==> src/rtl/pipe_ctrl_pkg.sv <==
// rtl/pipe_ctrl_pkg.sv - shared encodings and defaults for the pipeline stall/flush control
package pipe_ctrl_pkg;

  // Data-memory handshake sequencer states
  typedef enum logic {
    M_IDLE = 1'b0,
    M_WAIT = 1'b1
  } mem_st_e;

  // Architectural zero register: never a real hazard source
  localparam logic [4:0] REG_ZERO = 5'd0;

  // Default bound on cycles spent waiting for data memory
  localparam int MAX_WAIT_DEF = 15;
  localparam int WAIT_W_DEF   = 4;

endpackage

==> src/rtl/hazard_detect.sv <==
// rtl/hazard_detect.sv - combinational load-use hazard compare between ID and EX
module hazard_detect
  import pipe_ctrl_pkg::*;
(
  input  logic [4:0] i_ifid_rs,
  input  logic [4:0] i_ifid_rt,
  input  logic       i_ifid_uses_rt,
  input  logic       i_idex_mem_read,
  input  logic [4:0] i_idex_rt,
  output logic       o_load_use
);

  logic w_rs_match;
  logic w_rt_match;

  assign w_rs_match = (i_idex_rt == i_ifid_rs);
  assign w_rt_match = i_ifid_uses_rt & (i_idex_rt == i_ifid_rt);

  // A load into $zero never produces a value, so it cannot cause a hazard
  assign o_load_use = i_idex_mem_read & (i_idex_rt != REG_ZERO) & (w_rs_match | w_rt_match);

endmodule

==> src/rtl/pipe_hazard_ctrl.sv <==
// rtl/pipe_hazard_ctrl.sv - stall/flush sequencer for the 5-stage pipeline (optional HAZ_PERF_CNT_EN)
module pipe_hazard_ctrl
  import pipe_ctrl_pkg::*;
#(
  parameter int MAX_WAIT = MAX_WAIT_DEF,
  parameter int WAIT_W   = WAIT_W_DEF
`ifdef HAZ_PERF_CNT_EN
  ,
  parameter int PERF_W   = 32
`endif
) (
  input  logic       clk,
  input  logic       rst,
  input  logic [4:0] ifid_rs_i,
  input  logic [4:0] ifid_rt_i,
  input  logic       ifid_uses_rt_i,
  input  logic       idex_mem_read_i,
  input  logic [4:0] idex_rt_i,
  input  logic       branch_taken_i,
  input  logic       exmem_mem_read_i,
  input  logic       exmem_mem_write_i,
  input  logic       mem_ready_i,
  output logic       pc_write_o,
  output logic       ifid_write_o,
  output logic       ifid_flush_o,
  output logic       idex_write_o,
  output logic       idex_bubble_o,
  output logic       exmem_write_o,
  output logic       memwb_bubble_o,
  output logic       mem_req_o,
  output logic       timeout_err_o
`ifdef HAZ_PERF_CNT_EN
  ,
  output logic [PERF_W-1:0] perf_mem_stall_o,
  output logic [PERF_W-1:0] perf_lu_stall_o
`endif
);

  localparam logic [WAIT_W-1:0] W_MAX = WAIT_W'(MAX_WAIT);
  localparam logic [WAIT_W-1:0] W_SAT = {WAIT_W{1'b1}};

  mem_st_e           r_st;
  logic [WAIT_W-1:0] r_wait_cnt;
  logic              r_timeout_err;

  logic w_mem_op;
  logic w_load_use;
  logic w_mem_stall;
  logic w_abort;

  assign w_mem_op      = exmem_mem_read_i | exmem_mem_write_i;
  assign timeout_err_o = r_timeout_err;

  hazard_detect u_hazard_detect (
    .i_ifid_rs       (ifid_rs_i),
    .i_ifid_rt       (ifid_rt_i),
    .i_ifid_uses_rt  (ifid_uses_rt_i),
    .i_idex_mem_read (idex_mem_read_i),
    .i_idex_rt       (idex_rt_i),
    .o_load_use      (w_load_use)
  );

  // Memory handshake decode: request, stall and timeout-abort for this cycle
  always_comb begin
    mem_req_o   = 1'b0;
    w_mem_stall = 1'b0;
    w_abort     = 1'b0;
    if (!rst) begin
      if (r_st == M_IDLE) begin
        mem_req_o   = w_mem_op;
        w_mem_stall = w_mem_op & ~mem_ready_i;
      end else begin
        mem_req_o   = 1'b1;
        w_abort     = ~mem_ready_i & (r_wait_cnt == W_MAX);
        w_mem_stall = ~mem_ready_i & ~w_abort;
      end
    end
  end

  // Priority mux: memory stall, then timeout abort, then branch flush, then load-use bubble
  always_comb begin
    pc_write_o     = 1'b1;
    ifid_write_o   = 1'b1;
    ifid_flush_o   = 1'b0;
    idex_write_o   = 1'b1;
    idex_bubble_o  = 1'b0;
    exmem_write_o  = 1'b1;
    memwb_bubble_o = 1'b0;
    if (rst) begin
      pc_write_o = 1'b1;
    end else if (w_mem_stall) begin
      pc_write_o     = 1'b0;
      ifid_write_o   = 1'b0;
      idex_write_o   = 1'b0;
      exmem_write_o  = 1'b0;
      memwb_bubble_o = 1'b1;
    end else if (w_abort) begin
      // Dropped access must not write back; a taken branch still squashes ID
      memwb_bubble_o = 1'b1;
      ifid_flush_o   = branch_taken_i;
      idex_bubble_o  = branch_taken_i;
    end else if (branch_taken_i) begin
      ifid_flush_o  = 1'b1;
      idex_bubble_o = 1'b1;
    end else if (w_load_use) begin
      pc_write_o    = 1'b0;
      ifid_write_o  = 1'b0;
      idex_bubble_o = 1'b1;
    end
  end

  // Handshake FSM with saturating wait counter and sticky timeout flag
  always_ff @(posedge clk) begin
    if (rst) begin
      r_st          <= M_IDLE;
      r_wait_cnt    <= '0;
      r_timeout_err <= 1'b0;
    end else if (r_st == M_IDLE) begin
      if (w_mem_op && !mem_ready_i) begin
        r_st       <= M_WAIT;
        r_wait_cnt <= WAIT_W'(1);
      end
    end else begin
      if (mem_ready_i) begin
        r_st <= M_IDLE;
      end else if (r_wait_cnt == W_MAX) begin
        r_timeout_err <= 1'b1;
        r_st          <= M_IDLE;
      end else if (r_wait_cnt != W_SAT) begin
        r_wait_cnt <= r_wait_cnt + WAIT_W'(1);
      end
    end
  end

`ifdef HAZ_PERF_CNT_EN
  logic              w_lu_stall;
  logic [PERF_W-1:0] r_perf_mem;
  logic [PERF_W-1:0] r_perf_lu;

  assign w_lu_stall       = ~rst & ~w_mem_stall & ~w_abort & ~branch_taken_i & w_load_use;
  assign perf_mem_stall_o = r_perf_mem;
  assign perf_lu_stall_o  = r_perf_lu;

  // Free-running stall counters, wrapping naturally at their width
  always_ff @(posedge clk) begin
    if (rst) begin
      r_perf_mem <= '0;
      r_perf_lu  <= '0;
    end else begin
      if (w_mem_stall) r_perf_mem <= r_perf_mem + PERF_W'(1);
      if (w_lu_stall)  r_perf_lu  <= r_perf_lu + PERF_W'(1);
    end
  end
`endif

endmodule

==> config.mk <==
export PLATFORM = sky130hd
export DESIGN_NAME = pipe_hazard_ctrl
export DESIGN_NICKNAME = d
export VERILOG_FILES = /design/src/rtl/pipe_ctrl_pkg.sv /design/src/rtl/hazard_detect.sv /design/src/rtl/pipe_hazard_ctrl.sv
export SDC_FILE = /design/constraint.sdc
export NUM_CORES = 1
export LEC_CHECK = 0
export ABC_CLOCK_PERIOD_IN_PS = 4200
export CORE_MARGIN = 2
export CORE_UTILIZATION = 23
export DETAILED_ROUTE_END_ITERATION = 8
export GPL_TIMING_DRIVEN = 0
export PLACE_DENSITY = 0.56
export SETUP_SLACK_MARGIN = 0.2
export SLEW_MARGIN = 20
export SYNTH_ARGS = -nofsm -noshare
export SYNTH_HDL_FRONTEND = slang
export SYNTH_SLANG_ARGS = --single-unit
==> constraint.sdc <==
create_clock -name clk -period 4.2 [get_ports clk]
set_input_delay 0.84 -clock clk [delete_from_list [all_inputs] [get_ports clk]]
set_output_delay 0.84 -clock clk [all_outputs]
set_load 0.02 [all_outputs]
==> metrics.yaml <==
route:
  via_per_inst: 4.71
  drtIter0Drc: 2
  wl_um: 1340
  dr.pass1.iters: 2
  drc: 0
  vias: 556
  ant_nets: 0
  wl_per_cell_um: 11.3
pwr:
  seq_power_share_pct: 34.0
  power_density_mw_per_mm2: 207
  sw_frac_of_total_pct: 26.6
  power.internal_mw: 0.132
  ir_drop_mv: 0.155
  combPwrFrac_pct: 36.9
  p_sw_mw: 0.0476
  p_clk_share_pct: 29.1
  p_leak_nw: 0.313
sta:
  clock_skew_ps: 0.855
  rsz0062_at_grt: "no"
  slew_headroom_pct: 80.3
  setup-violations-final: 0
  period_needed_ps: 3870
  tightest_slew_ps: 294
  maxSlewViolCount: 0
  finalSetupTns_ps: 0
  finalHoldViolations: 0
  fmax_ghz: 0.258
  min_period_over_period_pct: 92.2
  hold-worst-slack_ps: 485
cells_and_area:
  seqCellArea_um2: 120
  num-fill-cells: 214
  drive_gt1_share_pct: 16.5
  nets: 117
  antenna_cells: 0
  multiInputGateArea_um2: 348
  area_delta_synth_final_pct: 70.4
worst_setup_path:
  cp_data_arrival_time_ps: 3030
  path_common_cell: "clkdlybuf4s50_1"
  crit_path_start_kind: "input port"
  cp_max_fo: 3
  crit_family: "buffers and inverters"
  path_cells: "clkdlybuf4s50_1, or4_1, o21a_1, a31oi_1, buf_4, clkdlybuf4s50_1"
  crit_type: "input port to output pin"
  critPathCapture: "pc_write_o"
  reg2reg_depth: 5
  crit_required_ps: 3360
  r2r-end: "r_wait_cnt[2]$_SDFFE_PP0P_"
  slowest_stage: "clkdlybuf4s50_1"
  critical_path.max_stage_delay_ps: 590
  rrSetupSlack_ps: 2730
  cp_num_buf_inv: 3
  cp.depth: 6
  cp-end-kind: "output pin"
  rr_startpoint: "r_wait_cnt[0]$_SDFFE_PP0P_"
  crit_start: "idex_rt_i[0]"
placed_design:
  gp_congestion: 0.802
  portBuffers: 30
  dp_hpwl_um: 1080
cts:
  cts_tree: "yes"
  clk_pin_slew_worst_paths_ps: 40
  cts_buffers: 3
  cts.sinks: 6
  clock_latency_ps: 240
  post_cts_buffers: 0
  root_buffer: "clkbuf_4"
  clockBufferDepth: 2
  cts_hold_buffers: 0
  post_cts_resize_count: 0
  htree_levels: 1
synthesis:
  synth_top_area_share_pct: 23.7
  synth_fa_ha_area_share_pct: 2.47
  yosysSeqAreaShare_pct: 23.7
  synth-seq-cells: 6
  avgSynthCellArea_um2: 8.74
  synth_area_leaders: "dfxtp_1 (24%), xnor2_1 (17%), a31oi_4 (4.2%)"
  ys_warn_count: 0
  yosys.area_share.simple_pct: 27.7
  synthMuxAreaShare_pct: 0
  synth-edff-count: 0
  synth.most_common_cell: "xnor2_1"
  synth_cell_types: 31
  async_flop_share_pct: 0
  synth_largest_area_cell: "dfxtp_1"
  synth_cells: 58
  synthesis.area_um2: 507
  syn-num-nets: 82
  synth_top_family_by_area: "simple AND/OR/NAND/NOR gates"
  yosys_most_used_dff: "dfxtp_1"
  yosys.area_share.xor_xnor_pct: 17.3
  synth_compound_area_share_pct: 21.2
  synth_commonest_cells: "xnor2_1 (10), dfxtp_1 (6), nor2_1 (5)"
die:
  coreArea_mm2: 0.00202
  die_area_mm2: 0.00259
  fp-row-count: 16
  ios: 32
  die_w_um: 50.9
  die_h_um: 50.9
  initial_core_util_pct: 25.1
grt:
  grt_max_degree: 9
  antenna_found_initial: 0
  grt_pass1_wl_um: 2110
  grt.total_usage_pct: 10.2
  grt_pass1_vias: 550
  overflow: 0
min_path:
  hp-class: "register to register"
outcome:
  status: "completed"
run:
  max-cap-violations: 0
area by class of cell:
| type | count | area share, % |
|---|---|---|
| multi-input combinational | 46 | 40.3 |
| inverter | 2 | 0.870 |
| buffer | 4 | 3.62 |
| tap | 27 | 3.91 |
| timing repair buffer | 30 | 34.8 |
| clock buffer | 3 | 2.61 |
| sequential | 6 | 13.9 |
sequential cells by signal, summed over array words and instances (netlist names):
name / cells
r_wait_cnt: 4
timeout_err_o: 1
r_st: 1
metrics by stage:
step | power (mW) | cells | instance area, um^2 | utilization (%) | worst slack, ps
after floorplan | 0.0927 | 58 | 507 | - | 1150
after global placement | 0.128 | 115 | 841 | 41.6 | 334
after detailed placement | 0.128 | 115 | 841 | 41.6 | 329
after CTS | 0.182 | 118 | 863 | 42.7 | 327
after global routing | 0.188 | 118 | 863 | 42.7 | 229
final | 0.179 | 118 | 863 | 42.7 | 328
cell usage in the layout (no fill, tap or decap), drive strengths merged, types with 2 or more instances in the layout:
master / synthesis / layout
clkbuf: 1 / 4
nand4: 2 / 2
nor3: 3 / 3
nand2: 4 / 4
or3: 2 / 2
xnor2: 10 / 10
and2: 2 / 2
dfxtp: 6 / 6
nor2: 5 / 5
nand3: 2 / 2
o21ai: 2 / 2
buf: 3 / 3
inv: 2 / 2
a31oi: 3 / 3
clkdlybuf4s50: 0 / 30
power groups by stage:
stage               sequential, mW  clock [mW]  combinational (mW)
floorplan                   0.0615           0              0.0312
global placement            0.0620           0              0.0659
detailed placement          0.0620           0              0.0664
CTS                         0.0609      0.0546              0.0668
global route                0.0612      0.0560              0.0711
finish                      0.0609      0.0521              0.0660
worst reg2reg max path: stages, from the launching register on:
cell and delay, ps:
dfxtp_1 370, ha_1 220, nand4_2 180, nor2_1 270, o21ai_1 90, a211oi_1 250
worst min-delay path by stage:
stage                                    start                    endpoint  cells past startpoint
global placement    timeout_err_o$_SDFFE_PP0P_  timeout_err_o$_SDFFE_PP0P_                      2
finish              timeout_err_o$_SDFFE_PP0P_  timeout_err_o$_SDFFE_PP0P_                      2
detailed placement  timeout_err_o$_SDFFE_PP0P_  timeout_err_o$_SDFFE_PP0P_                      2
floorplan           r_wait_cnt[1]$_SDFFE_PP0P_  r_wait_cnt[1]$_SDFFE_PP0P_                      1
CTS                 timeout_err_o$_SDFFE_PP0P_  timeout_err_o$_SDFFE_PP0P_                      2
global route        timeout_err_o$_SDFFE_PP0P_  timeout_err_o$_SDFFE_PP0P_                      2
cell families (layout without fill, tap and decap cells):
| kind of cell | after synthesis | count (layout) |
|---|---|---|
| and+or+nand+nor | 22 | 22 |
| xor gates and xnor gates | 10 | 10 |
| buffers and inverters | 6 | 39 |
| adders and majority gates | 1 | 1 |
| AOI/OAI and AO/OA | 13 | 13 |
| DFF | 6 | 6 |
metal layers:
metal | share of wire (%) | GRT usage, %
met2 | 45 | 19.0
met4 | 0 | 4.05
met5 | 0 | 0
met1 | 45 | 10.7
met3 | 9.4 | 2.92
(Power assumes the default switching activity.)
